<file path="src/rtl/rf_write_arbiter.sv">
// rf_write_arbiter: round-robin share of the register-file write port
// between the ALU writeback (req0) and load writeback (req1). Writes to
// register 0 are accepted but never reach the register file. A saturating
// counter records cycles in which both requesters contended.
module rf_write_arbiter #(
  parameter int AW = 5,
  parameter int DW = 32,
  parameter int CW = 16
) (
  input  logic          i_clk,
  input  logic          i_reset,
  input  logic          i_hold,
  input  logic          i_req0_valid,
  input  logic [AW-1:0] i_req0_addr,
  input  logic [DW-1:0] i_req0_data,
  output logic          o_req0_ready,
  input  logic          i_req1_valid,
  input  logic [AW-1:0] i_req1_addr,
  input  logic [DW-1:0] i_req1_data,
  output logic          o_req1_ready,
  output logic          o_rf_we,
  output logic [AW-1:0] o_rf_waddr,
  output logic [DW-1:0] o_rf_wdata,
  output logic          o_last_grant,
  output logic [CW-1:0] o_contention_cnt
);

  logic          r_rf_we;
  logic [AW-1:0] r_rf_waddr;
  logic [DW-1:0] r_rf_wdata;
  logic          r_last_grant;
  logic [CW-1:0] r_cnt;

  logic          w_gnt0;
  logic          w_gnt1;
  logic          w_xfer;
  logic          w_contend;
  logic [AW-1:0] w_addr;
  logic [DW-1:0] w_data;
  logic          w_cnt_max;

  // Grant: nothing under reset/hold; a lone requester wins; on a tie the
  // port that did not win last time goes.
  always_comb begin
    w_gnt0 = 1'b0;
    w_gnt1 = 1'b0;
    if (!i_reset && !i_hold) begin
      w_gnt0 = i_req0_valid & (~i_req1_valid | r_last_grant);
      w_gnt1 = i_req1_valid & (~i_req0_valid | ~r_last_grant);
    end
  end

  assign w_xfer    = w_gnt0 | w_gnt1;
  assign w_contend = i_req0_valid & i_req1_valid & ~i_hold;
  assign w_addr    = w_gnt1 ? i_req1_addr : i_req0_addr;
  assign w_data    = w_gnt1 ? i_req1_data : i_req0_data;
  assign w_cnt_max = &r_cnt;

  // Registered write command, grant history and contention counter.
  always_ff @(posedge i_clk) begin
    if (i_reset) begin
      r_rf_we      <= 1'b0;
      r_rf_waddr   <= '0;
      r_rf_wdata   <= '0;
      r_last_grant <= 1'b1;
      r_cnt        <= '0;
    end else begin
      r_rf_we <= w_xfer && (w_addr != '0);
      // Register-0 writes are swallowed; address/data keep their old value.
      if (w_xfer && (w_addr != '0)) begin
        r_rf_waddr <= w_addr;
        r_rf_wdata <= w_data;
      end
      if (w_xfer)
        r_last_grant <= w_gnt1;
      if (w_contend && !w_cnt_max)
        r_cnt <= r_cnt + 1'b1;
    end
  end

  assign o_req0_ready     = w_gnt0;
  assign o_req1_ready     = w_gnt1;
  assign o_rf_we          = r_rf_we;
  assign o_rf_waddr       = r_rf_waddr;
  assign o_rf_wdata       = r_rf_wdata;
  assign o_last_grant     = r_last_grant;
  assign o_contention_cnt = r_cnt;

endmodule

</file>
<file path="config.mk">
export PLATFORM = sky130hd
export DESIGN_NAME = rf_write_arbiter
export DESIGN_NICKNAME = d
export VERILOG_FILES = /design/src/rtl/rf_write_arbiter.sv
export SDC_FILE = /design/constraint.sdc
export NUM_CORES = 1
export LEC_CHECK = 0
export BUFFER_PORTS_ARGS = -buffer_cell sky130_fd_sc_hd__buf_2
export CAP_MARGIN = 10
export CORE_MARGIN = 2
export CORE_UTILIZATION = 45
export CTS_CLUSTER_SIZE = 40
export DETAILED_ROUTE_END_ITERATION = 10
export GPL_ROUTABILITY_DRIVEN = 0
export HOLD_SLACK_MARGIN = 0.15
export PLACE_DENSITY = 0.81
export SLEW_MARGIN = 30
export SYNTH_ARGS = -nofsm -noshare
export SYNTH_HDL_FRONTEND = slang
export SYNTH_SLANG_ARGS = --single-unit
</file>
<file path="constraint.sdc">
create_clock -name i_clk -period 4 [get_ports i_clk]
set_clock_uncertainty 0.05 [all_clocks]
set_input_delay 0.4 -clock i_clk [delete_from_list [all_inputs] [get_ports i_clk]]
set_output_delay 0.4 -clock i_clk [all_outputs]
set_load 0.02 [all_outputs]
</file>
==> metrics <==
part of the Yosys area used for sequential elements=38.7%; # placed instances=477; number of remaining DRC errors=0; Die W=83.5 um; Die Footprint=6970 um^2; cts hold-fix bufs=0; Fillers=548; Synth Flop Type=dfxtp_1; root buffer cell=clkbuf_8; Non-Filler Instances=485; kind of critical path=in2out; final net count=489; Max H-tree Level=2; Critical Path Start Type=primary input; Worst-Margin Slew=0.907 ns; worst vdd ir=0.199 mV; Routed WL=7.65 mm; hold crit path type=in2reg; CTS tree=done; antenna violations before repair=0; achievable frequency=398 MHz; layout cell share with drive strength beyond 1=39.0%; CP required=3.55 ns; routed len/inst=15.8 um; Sink Count=55; global-route wire length before repair=12.1 mm; Die Y=83.5 um; remaining antenna violation count=0; number of buffers created by CTS=5; Hold Fails Final Rpt=0; Mapped Avg Cell Area=9.58 um^2; vias per cell=5.99; setup bufs post-CTS=0; Final min period=2.51 ns; Final Slew Violations=0; number of synthesized register bits=55; DRT Pass-1 Iters=4; register area=1100 um^2; Skew-Pair Late Insertion Delay=0.31 ns; # Max-Cap Violations=0; clock-pin slew on the worst setup and hold paths=0.10 ns; slew margin rel.=39.1%; total via count in the routed design=2906; status=finished, final reports clean; post-synthesis cell area=2840 um^2; global route overflow=0; DP Wirelength=5.29 mm; row count=28; post_cts resized=0; vias in the first global route=2609; port bufs=135; crit-path max FO=59; Starting Density=47.2%; core area=6030 um^2; leakage power=1.70 nW; area growth from synthesis to layout=27.1%; Crit path arrival time=2.06 ns; DR iter-0 viols=109; clk buf depth=2; TNS Setup=0 ns; all-layer global routing usage=20.7%; ys async rst share=0%; unrepaired setup endpoints after global routing=no; cell count after synthesis=297; Syn. warnings=0; Worst Setup End Kind=output port; Multi-input gate area=1590 um^2; final worst-path cycle share=62.9%; Tot Pwr=0.00120 W; Final setup viols=0; I/O pin cnt=136; synth unique cells=47; syn_nets=377; largest net degree at the start of global routing=60; diode count=0; PwrDens=333 nW/um^2; Post-synth EDFFs=0
-- critical path: stages --
cell	delay [ns]
buf_4	0.29
or3_1	0.55
inv_2	0.53
buf_2	0.28
-- final cells by class --
class	count	share of cell area, %
clock buffer	5	1.90
clock inverter	3	1.28
inverter	7	0.727
multi-input combinational	203	43.9
sequential	55	30.4
tap	75	2.60
timing repair buffer	137	19.2
-- final timing paths --
check / end / cells past startpoint / slack (ns) / startpoint
max: o_req0_ready / 4 / 1.49 / i_reset
min: o_rf_waddr[2] / 3 / 0.32 / i_req0_addr[2]
max reg2reg: o_contention_cnt[11] / 5 / 1.73 / o_contention_cnt[0]
min reg2reg: o_rf_waddr[1] / 2 / 0.44 / o_rf_waddr[1]
-- registers in the layout (all words and copies together) (netlist names) --
name              cells
o_contention_cnt     16
o_rf_we               1
o_rf_wdata           32
o_rf_waddr            5
o_last_grant          1
-- metal layers --
metal	up-vias	GRT usage, %	wire [um]
met3	10	5.44	657
met1	1357	25.2	3110
met4	0	7.04	116
li1	1409	-	-
met5	-	0	0
met2	130	35.6	3770
-- stage by stage --
stage | hold slack [ns] | instance area, um^2 | worst slack [ns] | util (%)
CTS | 0.319 | 3610 | 1.33 | 59.8
global route | 0.341 | 3620 | 1.37 | 60.0
floorplan | 0.505 | 2840 | 1.98 | -
global placement | 0.428 | 3490 | 1.20 | 57.8
finish | 0.322 | 3620 | 1.49 | 60.0
detailed placement | 0.427 | 3490 | 1.13 | 57.9
-- synthesized netlist by cell type (2+ instances only) --
master     n  area (um^2)
and3_1     2         12.5
o21ai_1    2         10.0
or2_2      2         12.5
o311ai_1   2         17.5
a221oi_1  34          298
o31ai_1    5         37.5
mux2i_1   32          320
a211oi_1  32          240
nand3_1    5         25.0
and2_1     2         12.5
a22oi_1    3         22.5
nor2b_1    4         25.0
buf_4      3         22.5
a21oi_1   12         60.1
nand2b_1   2         12.5
nand2_1   10         37.5
o41ai_1    3         26.3
inv_2      2         7.51
buf_2     10         50.1
clkbuf_1  19         71.3
nand4_1    4         25.0
or4_1      6         45.0
dfxtp_1   55         1100
a311oi_1   2         17.5
nor2_1     8         30.0
or3_1      4         25.0
mux2_1     4         45.0
nor4_1     2         12.5
inv_1      5         18.8
nor3_1     2         10.0
o221ai_1   3         26.3
-- cells by family (layout without fill, tap and decap cells) --
family	count (synthesis)	in the layout	share of synthesized area (%)
adders and majority gates	1	1	0.440
DFF	55	55	38.7
AOI/OAI and AO/OA	104	104	28.4
muxes	36	36	12.8
and+or+nand+nor	62	62	13.6
buffers and inverters	39	152	5.98
-- where the power goes --
group          total (W)  switching (W)  internal (W)
Clock           0.000383       0.000194      0.000189
Combinational   0.000225       0.000127     0.0000977
Sequential      0.000595      0.0000173      0.000577
-- layout by cell type, fill, tap and decap left out, types with 5 or more instances in the layout --
master    instances
nand3_1           5
or4_1             6
buf_2           134
inv_1             5
clkbuf_8          5
a221oi_1         34
nand2_1           8
dfxtp_1          55
o31ai_1           5
a21oi_1          12
mux2i_1          32
nor2_1            8
a211oi_1         32
(Power assumes the default switching activity.)
